### config.mk
export PLATFORM = sky130hd
export DESIGN_NAME = divu_unit_flat
export DESIGN_NICKNAME = d
export VERILOG_FILES = /design/src/rtl/divu_if.sv /design/src/rtl/divu_unit.sv /design/src/flat_wrapper.sv
export SDC_FILE = /design/constraint.sdc
export NUM_CORES = 1
export LEC_CHECK = 0
export CAP_MARGIN = 0
export CORE_MARGIN = 4
export CORE_UTILIZATION = 35
export CTS_CLUSTER_DIAMETER = 80
export DETAILED_ROUTE_END_ITERATION = 7
export PLACE_DENSITY = 0.53
export SLEW_MARGIN = 10
export SYNTH_ARGS = -nofsm -noshare
export SYNTH_HDL_FRONTEND = slang
export SYNTH_SLANG_ARGS = --single-unit
### constraint.sdc
create_clock -name clk -period 3.1 [get_ports clk]
set_input_delay 0.62 -clock clk [delete_from_list [all_inputs] [get_ports clk]]
set_output_delay 0.62 -clock clk [all_outputs]
set_load 0.005 [all_outputs]
### src/rtl/divu_if.sv
// Issue/result bundle between the execute-stage control and the DIVU unit.
// The master drives the operands and the start/cancel strobes; the slave returns status and HI/LO.
interface divu_if #(
   parameter int WIDTH = 32
);
   logic             start;
   logic             cancel;
   logic [WIDTH-1:0] dividend;
   logic [WIDTH-1:0] divisor;
   logic             stall;
   logic             busy;
   logic             done;
   logic             div_by_zero;
   logic [WIDTH-1:0] hi;
   logic [WIDTH-1:0] lo;

   modport master (
      output start, cancel, dividend, divisor,
      input  stall, busy, done, div_by_zero, hi, lo
   );

   modport slave (
      input  start, cancel, dividend, divisor,
      output stall, busy, done, div_by_zero, hi, lo
   );
endinterface

### src/rtl/divu_unit.sv
// Radix-2 restoring unsigned divider: one quotient bit per cycle, HI = remainder, LO = quotient.
// Stalls the front end while a divide is in flight and commits HI/LO in a single done cycle.
module divu_unit #(
   parameter int WIDTH = 32
) (
   input  logic   clk,
   input  logic   rst_n,
   divu_if.slave  bus
);
   localparam int CNT_W = $clog2(WIDTH);

   typedef enum logic [1:0] {S_IDLE, S_RUN, S_DONE} state_t;

   state_t           state_q, state_d;
   logic [CNT_W-1:0] count_q, count_d;
   logic [WIDTH-1:0] r_q, r_d;
   logic [WIDTH-1:0] q_q, q_d;
   logic [WIDTH-1:0] d_q, d_d;
   logic [WIDTH-1:0] hi_q, hi_d;
   logic [WIDTH-1:0] lo_q, lo_d;
   logic             done_q, done_d;
   logic             dbz_q, dbz_d;

   logic             accept;
   logic [WIDTH:0]   rem_shift;
   logic             rem_ge;
   logic [WIDTH-1:0] rem_sub;

   assign accept = bus.start & ~bus.cancel;

   // The shifted remainder carries one extra bit so the compare against d cannot overflow;
   // whichever value is kept always fits back into WIDTH bits.
   always_comb begin
      rem_shift = {r_q, q_q[WIDTH-1]};
      rem_ge    = (rem_shift >= {1'b0, d_q});
      rem_sub   = rem_shift[WIDTH-1:0] - d_q;
   end

   always_comb begin
      state_d = state_q;
      count_d = count_q;
      r_d     = r_q;
      q_d     = q_q;
      d_d     = d_q;
      hi_d    = hi_q;
      lo_d    = lo_q;
      done_d  = 1'b0;
      dbz_d   = 1'b0;

      unique case (state_q)
         S_IDLE: begin
            if (accept) begin
               q_d     = bus.dividend;
               d_d     = bus.divisor;
               r_d     = '0;
               count_d = '0;
               state_d = S_RUN;
            end
         end
         S_RUN: begin
            if (bus.cancel) begin
               state_d = S_IDLE;
            end else begin
               if (rem_ge) begin
                  r_d = rem_sub;
                  q_d = {q_q[WIDTH-2:0], 1'b1};
               end else begin
                  r_d = rem_shift[WIDTH-1:0];
                  q_d = {q_q[WIDTH-2:0], 1'b0};
               end
               count_d = count_q + CNT_W'(1);
               if (count_q == CNT_W'(WIDTH - 1)) begin
                  state_d = S_DONE;
               end
            end
         end
         S_DONE: begin
            // Commit is unconditional here: a flush arriving now is too late to undo it.
            hi_d    = r_q;
            lo_d    = q_q;
            done_d  = 1'b1;
            dbz_d   = (d_q == '0);
            state_d = S_IDLE;
         end
         default: begin
            state_d = S_IDLE;
         end
      endcase
   end

   always_ff @(posedge clk or negedge rst_n) begin
      if (!rst_n) begin
         state_q <= S_IDLE;
         count_q <= '0;
         r_q     <= '0;
         q_q     <= '0;
         d_q     <= '0;
         hi_q    <= '0;
         lo_q    <= '0;
         done_q  <= 1'b0;
         dbz_q   <= 1'b0;
      end else begin
         state_q <= state_d;
         count_q <= count_d;
         r_q     <= r_d;
         q_q     <= q_d;
         d_q     <= d_d;
         hi_q    <= hi_d;
         lo_q    <= lo_d;
         done_q  <= done_d;
         dbz_q   <= dbz_d;
      end
   end

   // stall releases in the DONE cycle so the next instruction issues as HI/LO land.
   assign bus.stall       = ((state_q == S_IDLE) & accept) | (state_q == S_RUN);
   assign bus.busy        = (state_q != S_IDLE);
   assign bus.done        = done_q;
   assign bus.div_by_zero = dbz_q;
   assign bus.hi          = hi_q;
   assign bus.lo          = lo_q;
endmodule

### src/flat_wrapper.sv
// flat-port wrapper written by rule: the top's interface ports become plain ports
module divu_unit_flat 
#(
   parameter int WIDTH = 32
)
  (clk, rst_n, bus_start, bus_cancel, bus_dividend, bus_divisor, bus_stall, bus_busy, bus_done, bus_div_by_zero, bus_hi, bus_lo);
  divu_if #(.WIDTH(WIDTH)) bus_i ();
  input  logic clk;
  input  logic rst_n;
  input wire logic [$bits(bus_i.start)-1:0] bus_start;
  input wire logic [$bits(bus_i.cancel)-1:0] bus_cancel;
  input wire logic [$bits(bus_i.dividend)-1:0] bus_dividend;
  input wire logic [$bits(bus_i.divisor)-1:0] bus_divisor;
  output wire logic [$bits(bus_i.stall)-1:0] bus_stall;
  output wire logic [$bits(bus_i.busy)-1:0] bus_busy;
  output wire logic [$bits(bus_i.done)-1:0] bus_done;
  output wire logic [$bits(bus_i.div_by_zero)-1:0] bus_div_by_zero;
  output wire logic [$bits(bus_i.hi)-1:0] bus_hi;
  output wire logic [$bits(bus_i.lo)-1:0] bus_lo;
  assign bus_i.start = bus_start;
  assign bus_i.cancel = bus_cancel;
  assign bus_i.dividend = bus_dividend;
  assign bus_i.divisor = bus_divisor;
  assign bus_stall = bus_i.stall;
  assign bus_busy = bus_i.busy;
  assign bus_done = bus_i.done;
  assign bus_div_by_zero = bus_i.div_by_zero;
  assign bus_hi = bus_i.hi;
  assign bus_lo = bus_i.lo;
  divu_unit #(.WIDTH(WIDTH)) u_core (.clk(clk), .rst_n(rst_n), .bus(bus_i));
endmodule
==> results.sh <==
export IMPL_status="finished clean"
export IMPL_reg2reg_slack_ns=0.22
export IMPL_slew_viol_final=0
export IMPL_power_density_nw_per_um2=524
export IMPL_synth_ff_type="dfrtp_1"
export IMPL_firstDrtPassIters=5
export IMPL_clockBufferDepth=2
export IMPL_layout_setup_ws_ns=0.217
export IMPL_insertion_delay_ns=0.44
export IMPL_layout_drive_gt1_share=0.187
export IMPL_io_pins=136
export IMPL_grt_pass1_wl_um=38800
export IMPL_grt_max_degree=99
export IMPL_cp_arrival_ns=3.20
export IMPL_required_ns=3.41
export IMPL_place_ws_ns=-0.0374
export IMPL_endpoint_kind="flop"
export IMPL_final_common_cell="dfrtp_1"
export IMPL_antenna_found_initial=1
export IMPL_clkSinkCount=169
export IMPL_postLayoutCoreUtil=0.476
export IMPL_postSynth_asyncResetShare=1.00
export IMPL_die_y_um=165
export IMPL_start_util=0.356
export IMPL_dpl_hpwl_um=16800
export IMPL_worstMarginPinSlew_ns=1.01
export IMPL_holdCritPathClass="input pin to async pin"
export IMPL_slew_headroom=0.327
export IMPL_p_leak_uw=0.00559
export IMPL_routed_via_count=6980
export IMPL_finalWorstPathRequiredPeriod_ns=2.88
export IMPL_setup_tns_ns=0
export IMPL_gr_total_overflow=0
export IMPL_ctsHoldBuffers=0
export IMPL_coreArea_um2=24200
export IMPL_ir_drop_mv=0.321
export IMPL_die_w_um=165
export IMPL_critPathMaxFanout=15
export IMPL_start_kind="flop"
export IMPL_wire_per_inst_um=17.1
export IMPL_drt_initial_drc_count=453
export IMPL_clock_skew_ns=0.0163
export IMPL_portBuffers=135
export IMPL_synth_cell_types=57
export IMPL_drc_errors=0
export IMPL_track_usage=0.181
export IMPL_path_clk_slew_ns=0.08
export IMPL_syn2layout_area_growth_pct=33.9
export IMPL_ys_seq_elements=169
export IMPL_fin_crit_sh=0.930
export IMPL_synth_edff_count=0
export IMPL_postRouteAntennaNets=0
export IMPL_final_cell_mix="dfrtp_1 (169), nand2_1 (149), clkdlybuf4s50_1 (134), buf_4 (80), mux2_2 (63)"
export IMPL_diodes=0
export IMPL_syn_cell_area_um2=8620
export IMPL_fmax_mhz=347
export IMPL_final_cell_count_no_fill=1382
export IMPL_htreeDepth=4
export IMPL_drt_wl_total_um=23700
export IMPL_path_class="flop to flop"
export IMPL_fin_nets=1148
export IMPL_gp_congestion=0.839
export IMPL_netlist_instances=856
export IMPL_rows=57
export IMPL_die_area_um2=27200
export IMPL_yosysSeqAreaShare=0.490
export IMPL_grt_pass1_vias=7248
export IMPL_synth_area_per_cell_um2=10.1
export IMPL_cts_buffers=17
export IMPL_root_buffer="clkbuf_16"
export IMPL_whs_ns=0.182
export IMPL_yosys_warnings=0
export IMPL_setup_violations=0
export IMPL_via_per_inst=5.05
export IMPL_final_hold_viol_count=0
export IMPL_cts_tree="built"
export IMPL_maxCapViolCount=0
export IMPL_dpl_cell_count=1347
export IMPL_syn_num_nets=959
==> critical path: stages (launching register included) <==
cell and delay, ns:
dfrtp_1 0.35, inv_1 0.06, ha_1 0.41, nand4_1 0.17, a21oi_1 0.16, nor2_1 0.08
or3_4 0.35, o41ai_4 0.43, a31oi_4 0.15, buf_4 0.19, buf_12 0.16, a32oi_1 0.19
o21ai_1 0.08
==> Yosys cell counts (all sizes together) (21+ instances only) <==
cell type / instances / share of area
dfrtp: 169 / 0.49
nand2: 149 / 0.065
o21ai: 87 / 0.050
mux2: 63 / 0.082
inv: 38 / 0.017
a21oi: 34 / 0.020
ha: 34 / 0.049
a22oi: 31 / 0.027
clkbuf: 30 / 0.013
mux2i: 22 / 0.026
buf: 21 / 0.013
nor2: 21 / 0.0091
==> path summary, 6_finish.rpt <==
| path | start | to | cells after the start |
|---|---|---|---|
| max reg2reg | u_core.d_q[13] | u_core.r_q[24] | 12 |
| min | rst_n | u_core.bus.hi[19] | 1 |
| min reg2reg | u_core.count_q[4] | u_core.count_q[4] | 2 |
| min in group clk | u_core.count_q[4] | u_core.count_q[4] | 2 |
| max in group asynchronous | rst_n | u_core.state_q[0] | 2 |
| max | u_core.d_q[13] | u_core.r_q[24] | 12 |
==> flip-flops by register name, summed over array words and instances, names as in the netlist <==
register	count
u_core.bus.hi	32
u_core.bus.lo	32
u_core.d_q	32
u_core.q_q	32
u_core.r_q	32
u_core.count_q	5
u_core.state_q	2
u_core.bus.div_by_zero	1
u_core.bus.done	1
==> layout make-up <==
type	count	area (um^2)
multi-input cells	598	4080
clock inverters	15	191
fillers	2328	12700
repair buffers	221	2070
well taps	324	405
clock buffers	17	425
flip-flops and latches	169	4230
inverters	38	143
==> routing by layer <==
layer	routed length, um	global-route usage	share of wire	vias up
met3	1420	0.0467	0.060	22
li1	-	-	-	3400
met5	8	0	0.00034	-
met4	320	0.0461	0.014	2
met2	10500	0.277	0.44	169
met1	11400	0.256	0.48	3387
==> cells by family (layout without fill, tap and decap cells) <==
| family | Yosys count | in the layout | share of synthesized area |
|---|---|---|---|
| flip-flops | 169 | 169 | 0.490 |
| adder cells (fa/ha/maj) | 35 | 35 | 0.0517 |
| buffers and inverters | 89 | 291 | 0.0427 |
| XOR/XNOR | 28 | 28 | 0.0284 |
| AND/OR/NAND/NOR | 235 | 235 | 0.121 |
| AO/OA/AOI/OAI | 215 | 215 | 0.158 |
| multiplexers | 85 | 85 | 0.108 |
==> through the flow <==
step / instance area [um^2] / power [uW]
final: 11500 / 6050
after global routing: 11500 / 6390
after CTS: 11500 / 6120
after detailed placement: 10900 / 3880
after global placement: 10900 / 3880
after floorplan: 8620 / 3280
==> report_power, final <==
group	switching (uW)	internal [uW]
Sequential	151	2410
Clock	1110	1110
Combinational	699	574
Total	1960	4090
==> timing repair <==
item,CTS,global route
hold endpoints to repair,0,0
pin swaps,1,1
buffers inserted,3,0
gates cloned,0,0
resized for setup,0,3
setup endpoints to repair,24,7
Power figures use the tool's default switching activity.
